[src/rtl/sm_group_arb.sv]
// Group-atomic arbiter: grants a shared sum-every-3 datapath to one requester for three beats and tags each result with its id.
// Optional build macro SM_GROUP_ARB_FIXED_PRIO_EN selects fixed priority instead of round-robin.
module sm_group_arb #(
  parameter int unsigned NREQ      = 4,
  parameter int unsigned DW        = 8,
  parameter int unsigned IDQ_DEPTH = 4
) (
  input  logic                     clk,
  input  logic                     rst,
  input  logic [NREQ-1:0]          req_dval,
  input  logic [NREQ*DW-1:0]       req_data,
  output logic [NREQ-1:0]          req_ack,
  output logic                     dp_i_dval,
  output logic [DW-1:0]            dp_i,
  input  logic                     dp_o_dval,
  input  logic [DW+1:0]            dp_o,
  output logic                     o_dval,
  output logic [DW+1:0]            o,
  output logic [$clog2(NREQ)-1:0]  o_id,
  output logic                     busy,
  output logic                     err
);

  localparam int unsigned IDW = $clog2(NREQ);
  localparam int unsigned QAW = (IDQ_DEPTH > 1) ? $clog2(IDQ_DEPTH) : 1;
  localparam int unsigned QCW = $clog2(IDQ_DEPTH + 1);

  typedef enum logic {IDLE, GRANT} state_t;

  state_t           state_q, state_d;
  logic [IDW-1:0]   g_q, g_d;
  logic [1:0]       bc_q, bc_d;
`ifndef SM_GROUP_ARB_FIXED_PRIO_EN
  logic [IDW-1:0]   rr_q, rr_d;
`endif

  logic [IDW-1:0]   win;
  logic             win_vld;
  logic [DW-1:0]    req_word [NREQ];

  logic [IDW-1:0]   idq_q [IDQ_DEPTH];
  logic [QAW-1:0]   wp_q, rp_q;
  logic [QCW-1:0]   cnt_q;
  logic             push, pop, full, empty;

  function automatic logic [QAW-1:0] ptr_nxt(input logic [QAW-1:0] p);
    return (p == QAW'(IDQ_DEPTH - 1)) ? '0 : p + 1'b1;
  endfunction

  always_comb begin
    for (int unsigned k = 0; k < NREQ; k++) begin
      req_word[k] = req_data[k*DW +: DW];
    end
  end

  // Winner selection; only consulted while IDLE.
  always_comb begin
    win     = '0;
    win_vld = 1'b0;
`ifdef SM_GROUP_ARB_FIXED_PRIO_EN
    for (int unsigned k = NREQ; k > 0; k--) begin
      logic [IDW-1:0] cand;
      cand = IDW'(k - 1);
      if (req_dval[cand]) begin
        win     = cand;
        win_vld = 1'b1;
      end
    end
`else
    for (int unsigned i = 0; i < NREQ; i++) begin
      logic [IDW-1:0] cand;
      cand = IDW'((int'(rr_q) + i) % NREQ);
      if (!win_vld && req_dval[cand]) begin
        win     = cand;
        win_vld = 1'b1;
      end
    end
`endif
  end

  assign full  = (cnt_q == QCW'(IDQ_DEPTH));
  assign empty = (cnt_q == '0);
  assign pop   = dp_o_dval && !empty;
  assign busy  = (state_q == GRANT) | !empty;

  always_comb begin
    state_d = state_q;
    g_d     = g_q;
    bc_d    = bc_q;
    req_ack = '0;
    push    = 1'b0;
`ifndef SM_GROUP_ARB_FIXED_PRIO_EN
    rr_d    = rr_q;
`endif
    unique case (state_q)
      IDLE: begin
        if (win_vld && !full) begin
          push    = 1'b1;
          g_d     = win;
          bc_d    = '0;
          state_d = GRANT;
        end
      end
      GRANT: begin
        req_ack[g_q] = req_dval[g_q];
        if (req_dval[g_q]) begin
          bc_d = bc_q + 2'd1;
          if (bc_q == 2'd2) begin
            bc_d    = '0;
            state_d = IDLE;
`ifndef SM_GROUP_ARB_FIXED_PRIO_EN
            rr_d    = (g_q == IDW'(NREQ - 1)) ? '0 : g_q + 1'b1;
`endif
          end
        end
      end
      default: state_d = IDLE;
    endcase
  end

  always_ff @(posedge clk) begin
    if (rst) begin
      state_q   <= IDLE;
      g_q       <= '0;
      bc_q      <= '0;
`ifndef SM_GROUP_ARB_FIXED_PRIO_EN
      rr_q      <= '0;
`endif
      dp_i_dval <= 1'b0;
      dp_i      <= '0;
    end else begin
      state_q   <= state_d;
      g_q       <= g_d;
      bc_q      <= bc_d;
`ifndef SM_GROUP_ARB_FIXED_PRIO_EN
      rr_q      <= rr_d;
`endif
      dp_i_dval <= |req_ack;
      if (|req_ack) begin
        dp_i <= req_word[g_q];
      end
    end
  end

  // Id queue and result tagging; a result with no queued id still emits, tagged 0, and flags err.
  always_ff @(posedge clk) begin
    if (rst) begin
      for (int unsigned i = 0; i < IDQ_DEPTH; i++) begin
        idq_q[i] <= '0;
      end
      wp_q   <= '0;
      rp_q   <= '0;
      cnt_q  <= '0;
      o_dval <= 1'b0;
      o      <= '0;
      o_id   <= '0;
      err    <= 1'b0;
    end else begin
      if (push) begin
        idq_q[wp_q] <= win;
        wp_q        <= ptr_nxt(wp_q);
      end
      if (pop) begin
        rp_q <= ptr_nxt(rp_q);
      end
      if (push && !pop) begin
        cnt_q <= cnt_q + 1'b1;
      end else if (!push && pop) begin
        cnt_q <= cnt_q - 1'b1;
      end
      o_dval <= dp_o_dval;
      if (dp_o_dval) begin
        o    <= dp_o;
        o_id <= empty ? '0 : idq_q[rp_q];
        if (empty) begin
          err <= 1'b1;
        end
      end
    end
  end

endmodule

[config.mk]
export PLATFORM = sky130hd
export DESIGN_NAME = sm_group_arb
export DESIGN_NICKNAME = d
export VERILOG_FILES = /design/src/rtl/sm_group_arb.sv
export SDC_FILE = /design/constraint.sdc
export NUM_CORES = 1
export LEC_CHECK = 0
export CORE_MARGIN = 2
export CORE_UTILIZATION = 40
export CTS_BUF_LIST = sky130_fd_sc_hd__clkbuf_2 sky130_fd_sc_hd__clkbuf_4 sky130_fd_sc_hd__clkbuf_8
export DETAILED_ROUTE_END_ITERATION = 10
export MAX_ROUTING_LAYER = met4
export PLACE_DENSITY = 0.74
export SLEW_MARGIN = 10
export SYNTH_ARGS = -nofsm -noshare
export SYNTH_HDL_FRONTEND = slang
export SYNTH_SLANG_ARGS = --single-unit
[constraint.sdc]
create_clock -name clk -period 3.5 [get_ports clk]
set_input_delay 1.05 -clock clk [delete_from_list [all_inputs] [get_ports clk]]
set_output_delay 1.05 -clock clk [all_outputs]
set_load 0.01 [all_outputs]
==> After elaboration in Yosys (flattened, before gate mapping) <==
Memory sizes are Yosys's and may differ from the RTL's. A register that Yosys moved wholly into a read port is not among the register bits.
Index checks and enable logic that the tools add are counted.
{ "totals": {"regBits": 37, "latchBits": 0, "ramBits": 8, "rom_bits": 0, "output_inout_bits": 28, "elab_cells": 113, "n_memories": 1} }
{ "memory_table": {"columns": ["name", "words", "word_bits", "rd", "rd_clocked_by_memory_dff", "write_ports", "line_no", "source"], "rows": [
  ["idq_q", 4, 2, 1, 1, 4, "41", "logic [IDW-1:0] idq_q [IDQ_DEPTH];"]
]} }
{ "classes": {"add_sub_neg": 9, "n_mul": 0, "div": 0, "magnitude_cmp": 7, "eq_ne": 7, "shift": 0, "muxes": 49, "bitwise": 4, "reduce_logical": 23} }
{ "op_table": {"columns": ["op", "count"], "rows": [
  ["$mux W2", 15],
  ["$mux W1", 20],
  ["$bmux W8 S2", 1],
  ["$mux W8", 2],
  ["$lt A2 B3 Y1 const B", 5],
  ["$add A2 B1 Y2 const B", 5],
  ["$bmux W1 S2", 5],
  ["$eq A2 B2 Y1 const B", 4],
  ["$logic_and A1 B1 Y1", 8],
  ["$logic_not A1 Y1", 7],
  ["$mux W3", 2],
  ["$reduce_and A2 Y1", 3],
  ["$add A2 B2 Y2 const B", 2],
  ["$and A4 B4 Y4", 1],
  ["$mux W4", 1],
  ["$pmux W2 S2", 1],
  ["$reduce_or A4 Y1", 1],
  ["$add A3 B1 Y3 const B", 1],
  ["$eq A3 B3 Y1 const B", 1],
  ["$ge A3 B3 Y1 const B", 1],
  ["$logic_not A3 Y1", 1],
  ["$not A2 Y3", 1],
  ["$reduce_and A3 Y1", 1],
  ["$sub A3 B1 Y3 const B", 1],
  ["9 further kinds", 9]
]} }

==> Longest topological paths before layout <==
Gate-level depths: netlist of the first run.
{ "depth": {"word_depth": 20, "depth_mapped": 10} }

==> Least setup slack after synthesis of the first run <==
Ideal clock, no wire load.
{ "synth_timing": {"path_kind": "input to register", "start": "in req_dval[1]", "end": "reg cnt_q[2]", "setup_ps": 71, "arrival_time_ps": 2889, "path_slack_ps": 540, "cell_stages": 10, "n_path_buf": 1, "path_cell_list": "nor4_1 -> or3_1 -> buf_6 -> inv_2 -> ha_1 -> inv_1 -> fa_1 -> xor2_1 -> or3_2 -> a21oi_1"} }
{ "synth_between": {"elab_chain_cells": 18} }
{ "synth_rtl": {"columns": ["item", "line_no", "source"], "rows": [
  ["start, declared", "10", "input logic [NREQ-1:0] req_dval,"],
  ["$bmux W1 S2", "73", "if (!win_vld && req_dval[cand]) begin"],
  ["$mux W1 (implied by the code)", "73", null],
  ["$mux W1", "73", null],
  ["$logic_not A1 Y1", "73", null],
  ["$logic_and A1 B1 Y1", "73", null],
  ["$mux W1", "73", null],
  ["$logic_not A1 Y1", "73", null],
  ["$logic_and A1 B1 Y1", "73", null],
  ["[... 3 more ...]", null, null],
  ["$mux W1 (*)", "73", null],
  ["$logic_and A1 B1 Y1 (*)", "97", "if (win_vld && !full) begin"],
  ["$mux W1 (*)", "97", null],
  ["$mux W1 (*)", "95", "unique case (state_q)"],
  ["via push", "44", "logic push, pop, full, empty;"],
  ["$logic_not A1 Y1", "168", "end else if (!push && pop) begin"],
  ["$logic_and A1 B1 Y1", "168", null],
  ["$reduce_bool A2 Y1 (no line)", null, null],
  ["end signal, assigned", "167", "cnt_q <= cnt_q + 1'b1;"],
  ["end signal, assigned", "169", "cnt_q <= cnt_q - 1'b1;"],
  ["end, declared", "43", "logic [QCW-1:0] cnt_q;"]
]} }
The timed path passes the listed nets; every way through them passes the cells marked *. The select of a mux whose other input is x is not followed.
A chain may end at the register's enable or synchronous reset.

==> Worst setup path in the final report of the first run <==
{ "layout_timing": {"start": "in req_dval[3]", "end": "out req_ack[0]"} }
{ "layout_between": {"elab_chain_cells": 4} }
{ "layout_rtl": {"columns": ["item", "line_no", "source"], "rows": [
  ["$bmux W1 S2", "105", "req_ack[g_q] = req_dval[g_q];"],
  ["$mux W1 (implied by the code)", "105", null],
  ["$and A4 B4 Y4 (no line)", null, null],
  ["$mux W4", "95", null],
  ["end, declared", "12", "output logic [NREQ-1:0] req_ack,"]
]} }
Every way passes these cells. The select of a mux whose other input is x is not followed.

==> metrics.md, run 1 <==
| Metric | Value |
|---|---|
| Internal Power | `1.13 mW` |
| Clock Pin Slew Worst Setup and Hold Paths | `80 ps` |
| Compound-cell area share of the yosys netlist | `11.1%` |
| CTS Buf Count | `5` |
| Core ar. | `5470 um^2` |
| Initial antenna violation count | `0` |
| XOR/XNOR Fraction of Synth Area | `0.775%` |
| Unrepaired setup endpoints after global routing | `no` |
| Crit Path Max Fanout | `5` |
| Root buffer cell | `clkbuf_8` |
| Switch Pwr | `0.471 mW` |
| Maxcap violations | `0` |
| DR WL/cell | `13.7 um` |
| Vias | `1933` |
| Final hold violations | `0` |
| Total die area | `6270 um^2` |
| Max Fclk | `295 MHz` |
| Drt first pass iters | `4` |
| Final Power | `1.60 mW` |
| Sum Neg Setup Slack | `0 ps` |
| Multiplexer share of the synthesized area | `17.6%` |
| Hold Path Depth | `2` |
| Synth Instances | `221` |
| WHS Endpoint | `bc_q[1]` |
| Final nets | `362` |
| Boundary pin count | `77` |
| Share of power burned in combinational logic | `30.8%` |
| Share of total power in sequential cells | `42.8%` |
| Final critical-path share of the clock period | `97.0%` |
| Final setup violation count | `0` |
| R2r setup slk | `930 ps` |
| Final WS setup | `105 ps` |
| Worst slack at placement | `-161 ps` |
| CP Class | `in -> out` |
| Clock sink count | `47` |
| Antenna diodes | `0` |
| Die W | `79.2 um` |
| Leading area contributor after synthesis | `dfxtp_1` |
| CTS Buffer Depth | `2` |
| Fraction of layout cells with a size suffix above 1 | `12.7%` |
| Synth warn | `0` |
| Critical R2R Launch | `cnt_q[0]` |
| Primary FF master, synth | `dfxtp_1` |
| Routed WL | `5180 um` |
| Adder-cell share of the synthesized area | `4.76%` |
| Power Density | `490 nW/um^2` |
| Cell variety after synth | `40` |
| Port bufs | `76` |
| Slew HR | `49.5%` |
| Sequential share of the synthesized area | `45.2%` |
| DRT iter0 DRCs | `85` |
| Gp weighted congestion | `0.829` |
| CP endpoint kind | `output port` |
| Synth-to-layout area growth | `44.9%` |
| Mapped cell area | `2260 um^2` |
| Reg2Reg Depth | `7` |
| EDFF count, synth | `8` |
| Worst vdd ir | `239 uV` |
| Post-synthesis register bit count | `47` |
| Asr flop ratio synth | `0%` |
| Post-route DRC | `0` |
| R2r endpoint | `cnt_q[2]` |
| CP startpoint kind | `input port` |
| Worst-margin pin slew | `751 ps` |
| Number of global-route vias before repair | `1897` |
| Placed cell areas | `3160 um^2` |
| Clk pwr share | `26.4%` |
| Die Y | `79.2 um` |
| Cell Rows | `27` |
| Req. time, crit path | `2450 ps` |
| Design area | `3270 um^2` |
| Top cells by area, synth | `dfxtp_1 (35%), edfxtp_1 (11%), mux4_2 (10%)` |
| Filler instances | `478` |
| Routed vias/inst | `5.11` |
| CTS tree | `built` |
| Post-Synth Simple-Gate Area | `16.6%` |
| HP Class | `reg -> reg` |
| GRT Total Usage | `18.4%` |
| Initial Utilization | `41.3%` |
| Largest net degree at the start of global routing | `44` |
| LEAKAGE | `1.27 nW` |
| Outcome | `completed` |
| Clk Latency, worst-skew pair | `300 ps` |
| Final Max Tran Viols | `0` |
| Clk_skew | `5.41 ps` |
| Sw frac | `29.4%` |
| Syn_nets | `278` |
| Final min period | `3390 ps` |
| Synth top area share | `34.6%` |
| Total gr overflow | `0` |
| Post-route ant nets | `0` |
| Hold Crit Start | `bc_q[1]` |
| Largest family of logic cells by synthesized area | `multiplexers` |
| DPL Wire Length | `3980 um` |
| Synthesized area per cell | `10.2 um^2` |
| Global-route wire length before repair | `8730 um` |
| H-tree depth | `2` |
| WP data arrival | `2340 ps` |
==> registers in the layout, indices dropped and copies added (netlist names), named ones only <==
name / count
rr_q: 2
cnt_q: 3
state_q: 1
idq_q: 8
err: 1
o_id: 2
bc_q: 2
dp_i_dval: 1
wp_q: 2
rp_q: 2
g_q: 2
dp_i: 8
o: 10
o_dval: 1
==> layer usage <==
| metal | vias to the layer above | GRT usage (%) | wire (um) |
|---|---|---|---|
| met4 | 0 | 8.62 | 119 |
| li1 | 968 | - | - |
| met1 | 917 | 21.2 | 2260 |
| met5 | - | - | 0 |
| met2 | 39 | 31.5 | 2630 |
| met3 | 9 | 2.84 | 168 |
==> placed cells by master (no fill, tap or decap), types with 2 or more instances in the layout <==
master	Yosys	layout
nand2b_1	11	11
mux2i_1	15	15
nor4_1	3	3
ha_1	7	7
or3_1	2	2
a21o_1	2	2
dfxtp_1	39	39
a21oi_1	19	19
o21bai_1	2	2
xor2_1	2	2
inv_1	7	7
nand3_1	11	11
mux2_2	2	2
edfxtp_1	8	8
clkbuf_8	0	6
and2_1	4	4
nor2_1	23	23
nand2_1	7	7
o221ai_1	2	2
buf_4	0	14
dlygate4sd2_1	0	4
o31ai_1	2	2
nor3_1	7	7
clkdlybuf4s50_1	0	72
mux4_2	10	10
o21ai_0	9	9
==> metrics by stage <==
| step | util, % | hold slack [ps] | cells |
|---|---|---|---|
| detailed placement | 57.7 | 461 | 370 |
| floorplan | - | 444 | 221 |
| finish | 59.8 | 472 | 378 |
| CTS | 59.8 | 475 | 378 |
| global route | 59.8 | 493 | 378 |
| global placement | 57.7 | 452 | 370 |
==> power groups by stage <==
stage	registers, mW	clock network, mW	logic, mW
after floorplan	0.697	0	0.289
after global placement	0.696	0	0.486
after detailed placement	0.699	0	0.499
after CTS	0.686	0.434	0.498
after global routing	0.700	0.459	0.548
final	0.687	0.423	0.494
==> worst max path at each step <==
stage                 from    endpoint  slack [ps]  depth (start not counted)
2_1_floorplan  req_dval[1]    cnt_q[2]         540                         10
3_3_place_gp   req_dval[3]  req_ack[2]        -150                          6
3_5_place_dp   req_dval[3]  req_ack[0]        -160                          6
4_1_cts        req_dval[3]  req_ack[0]          90                          6
5_1_grt        req_dval[1]  req_ack[2]           4                          6
6_report       req_dval[3]  req_ack[0]         110                          6
==> cell usage after synthesis, types with 2 or more instances <==
cell type  instances
dfxtp_1           39
nor2_1            23
a21oi_1           19
mux2i_1           15
nand2b_1          11
nand3_1           11
mux4_2            10
o21ai_0            9
clkbuf_1           8
edfxtp_1           8
ha_1               7
inv_1              7
nand2_1            7
nor3_1             7
and2_1             4
nor4_1             3
a21o_1             2
buf_1              2
buf_2              2
mux2_2             2
o21bai_1           2
o221ai_1           2
o31ai_1            2
or3_1              2
xor2_1             2
==> critical path, cell delays in order <==
cell	delay, ps
clkdlybuf4s50_1	410
mux2i_1	190
o22ai_1	110
buf_4	150
and2_1	140
dlygate4sd2_1	280
==> cell type report <==
class	count	area [um^2]	area share (%)
clock inverters	2	38.8	1.19
flip-flops and latches	47	1020	31.2
clock buffers	6	82.6	2.52
well taps	72	90.1	2.75
multi-input cells	153	1150	35.1
inverters	8	30.0	0.917
repair buffers	90	861	26.3
==> timing repair <==
action / 4_1_cts / 5_1_grt
setup endpoints to repair: 4 / 0
hold buffers: 0 / 0
setup buffers: 0 / 0
resized for setup: 4 / 0
==> cell families after synthesis <==
kind of cell / after synthesis
compound gates: 42
xor+xnor: 2
fa+ha+maj: 8
buf+inv: 21
flops: 47
mux: 27
simple gates: 74
(Power assumes the default switching activity.)
==> run 2, diff against run 1 <==
Settings changed: CAP_MARGIN from default to 0.
==> results of run 2 <==
No change in the layout: final DEF, timing and power equal those of run 1.
==> run 3, diff against run 2 <==
Settings changed: REMOVE_ABC_BUFFERS from default to 1.
==> metrics.md, run 3 (synthesized netlist as in run 1, its figures left out) <==
| Metric | Value |
|---|---|
| Outcome | `completed` |
| WP data arrival | `2360 ps (+20 ps)` |
| DR WL/cell | `13.5 um (-1.1%)` |
| CP endpoint kind | `output port` |
| Gp weighted congestion | `0.780 (-6.0%)` |
| Most frequent cells in the layout | `clkdlybuf4s50_1 (72), dfxtp_1 (39), nor2_1 (23)` |
| Sum Neg Setup Slack | `0 ps (unchanged)` |
| Placed cell areas | `3160 um^2 (unchanged)` |
| Final setup violation count | `0 (unchanged)` |
| H-tree depth | `2 (unchanged)` |
| DRT iter0 DRCs | `93 (+9.4%)` |
| Crit-path slowest cell | `clkdlybuf4s50_1` |
| Worst vdd ir | `207 uV (-14%)` |
| Final hold violations | `0 (unchanged)` |
| Hold slack | `478 ps (+6.29 ps)` |
| Boundary pin count | `77 (unchanged)` |
| Cell Rows | `27 (unchanged)` |
| Post-route ant nets | `0 (unchanged)` |
| Core Util, Final | `59.4% (-0.41 points)` |
| CP Cell Sequence | `clkdlybuf4s50_1 > mux2i_1 > o22ai_1 > buf_4 > and2_1 > dlygate4sd2_1` |
| Final nets | `362 (unchanged)` |
| Die W | `79.2 um (unchanged)` |
| Crit Path Max Fanout | `5 (unchanged)` |
| Biggest regs | `o x10, dp_i x8, idq_q x8` |
| Design area | `3250 um^2 (-0.69%)` |
| CTS Buffer Depth | `2 (unchanged)` |
| Req. time, crit path | `2450 ps (about the same)` |
| Core ar. | `5470 um^2 (unchanged)` |
| Final min period | `3410 ps (+10.8 ps)` |
| LEAKAGE | `1.25 nW (-1.1%)` |
| HP Class | `reg -> reg` |
| Clock sink count | `47 (unchanged)` |
| Total gr overflow | `0 (unchanged)` |
| Biggest register | `o` |
| GRT Total Usage | `17.5% (-0.96 points)` |
| Final critical-path share of the clock period | `97.3% (+0.31 points)` |
| Initial Utilization | `41.3% (unchanged)` |
| CP Class | `in -> out` |
| Root buffer cell | `clkbuf_8` |
| Fraction of layout cells with a size suffix above 1 | `12.7% (unchanged)` |
| CTS tree | `built` |
| Synth-to-layout area growth | `43.9%` |
| Largest net degree at the start of global routing | `44 (unchanged)` |
| Max Fclk | `294 MHz (-0.32%)` |
| Post-route DRC | `0 (unchanged)` |
| CTS Buf Count | `5 (unchanged)` |
| Worst-margin pin slew | `801 ps (+50.0 ps)` |
| Clk_skew | `7.33 ps (+1.92 ps)` |
| CP startpoint kind | `input port` |
| Drt first pass iters | `4 (unchanged)` |
| Global-route wire length before repair | `8320 um (-4.7%)` |
| Unrepaired setup endpoints after global routing | `no` |
| Largest register FFs | `10 (unchanged)` |
| Final Max Tran Viols | `0 (unchanged)` |
| Clk Latency, worst-skew pair | `300 ps (about the same)` |
| Peak per-stage delay on the critical path | `420 ps (about the same)` |
| Commonest non-fill, non-tap cell in the layout | `clkdlybuf4s50_1` |
| R2r setup slk | `860 ps (-70 ps)` |
| Vias | `1958 (+1.3%)` |
| Clock Pin Slew Worst Setup and Hold Paths | `90 ps (about the same)` |
| Routed WL | `5120 um (-1.1%)` |
| Routed vias/inst | `5.18 (+1.3%)` |
| Power Density | `468 nW/um^2 (-4.5%)` |
| Maxcap violations | `0 (unchanged)` |
| DPL Wire Length | `3830 um (-3.8%)` |
| Total die area | `6270 um^2 (unchanged)` |
| Port bufs | `76 (unchanged)` |
| Initial antenna violation count | `0 (unchanged)` |
| Slew HR | `46.1% (-3.4 points)` |
| Antenna diodes | `0 (unchanged)` |
| Die Y | `79.2 um (unchanged)` |
| Number of global-route vias before repair | `1809 (-4.6%)` |
[run 3: path summary, 6_finish.rpt]
path / startpoint / endpoint / cells after the start
hold reg to reg: err / err / 2
setup reg to reg: cnt_q[0] / cnt_q[2] / 7
setup / recovery: req_dval[3] / req_ack[1] / 6
hold / removal: err / err / 2
[run 3: layout make-up]
class | instances | area [um^2]
repair buffers | 90 | 861
fillers | 490 | 2220
inverters | 8 | 30.0
flip-flops and latches | 47 | 1020
multi-input cells | 153 | 1150
clock inverters | 2 | 16.3
clock buffers | 6 | 82.6
well taps | 72 | 90.1
[run 3: power breakdown]
part	internal [mW]	total, mW	leakage (nW)	switching, mW
sequential	0.624	0.686	0.404	0.0614
clock	0.161	0.346	0.0474	0.185
combinational	0.271	0.491	0.802	0.220
total	1.06	1.52	1.25	0.466
[run 3: routing by layer]
metal	track usage [%]	vias up	wire (um)
met5	-	-	0
met2	27.4	63	2450
li1	-	965	-
met4	5.86	0	102
met1	22.4	922	2220
met3	4.09	8	346
[run 3: critical path, delay by kind of cell]
family | cells | cell delay (ps)
buf+inv | 3 | 850
compound gates | 1 | 110
mux | 1 | 190
simple gates | 1 | 150
[run 3: timing repair]
item	in CTS	in global routing
hold buffers	0	0
buffers inserted	0	0
resized for setup	4	0
endpoints found under the setup margin	4	0
[run 3: through the flow]
step	power, mW	std cells	worst slack [ps]
4_1_cts	1.54	378	69.2
3_3_place_gp	1.17	370	-149
6_report	1.52	378	94.2
2_1_floorplan	0.965	208	525
5_1_grt	1.62	378	14.0
3_5_place_dp	1.19	370	-196
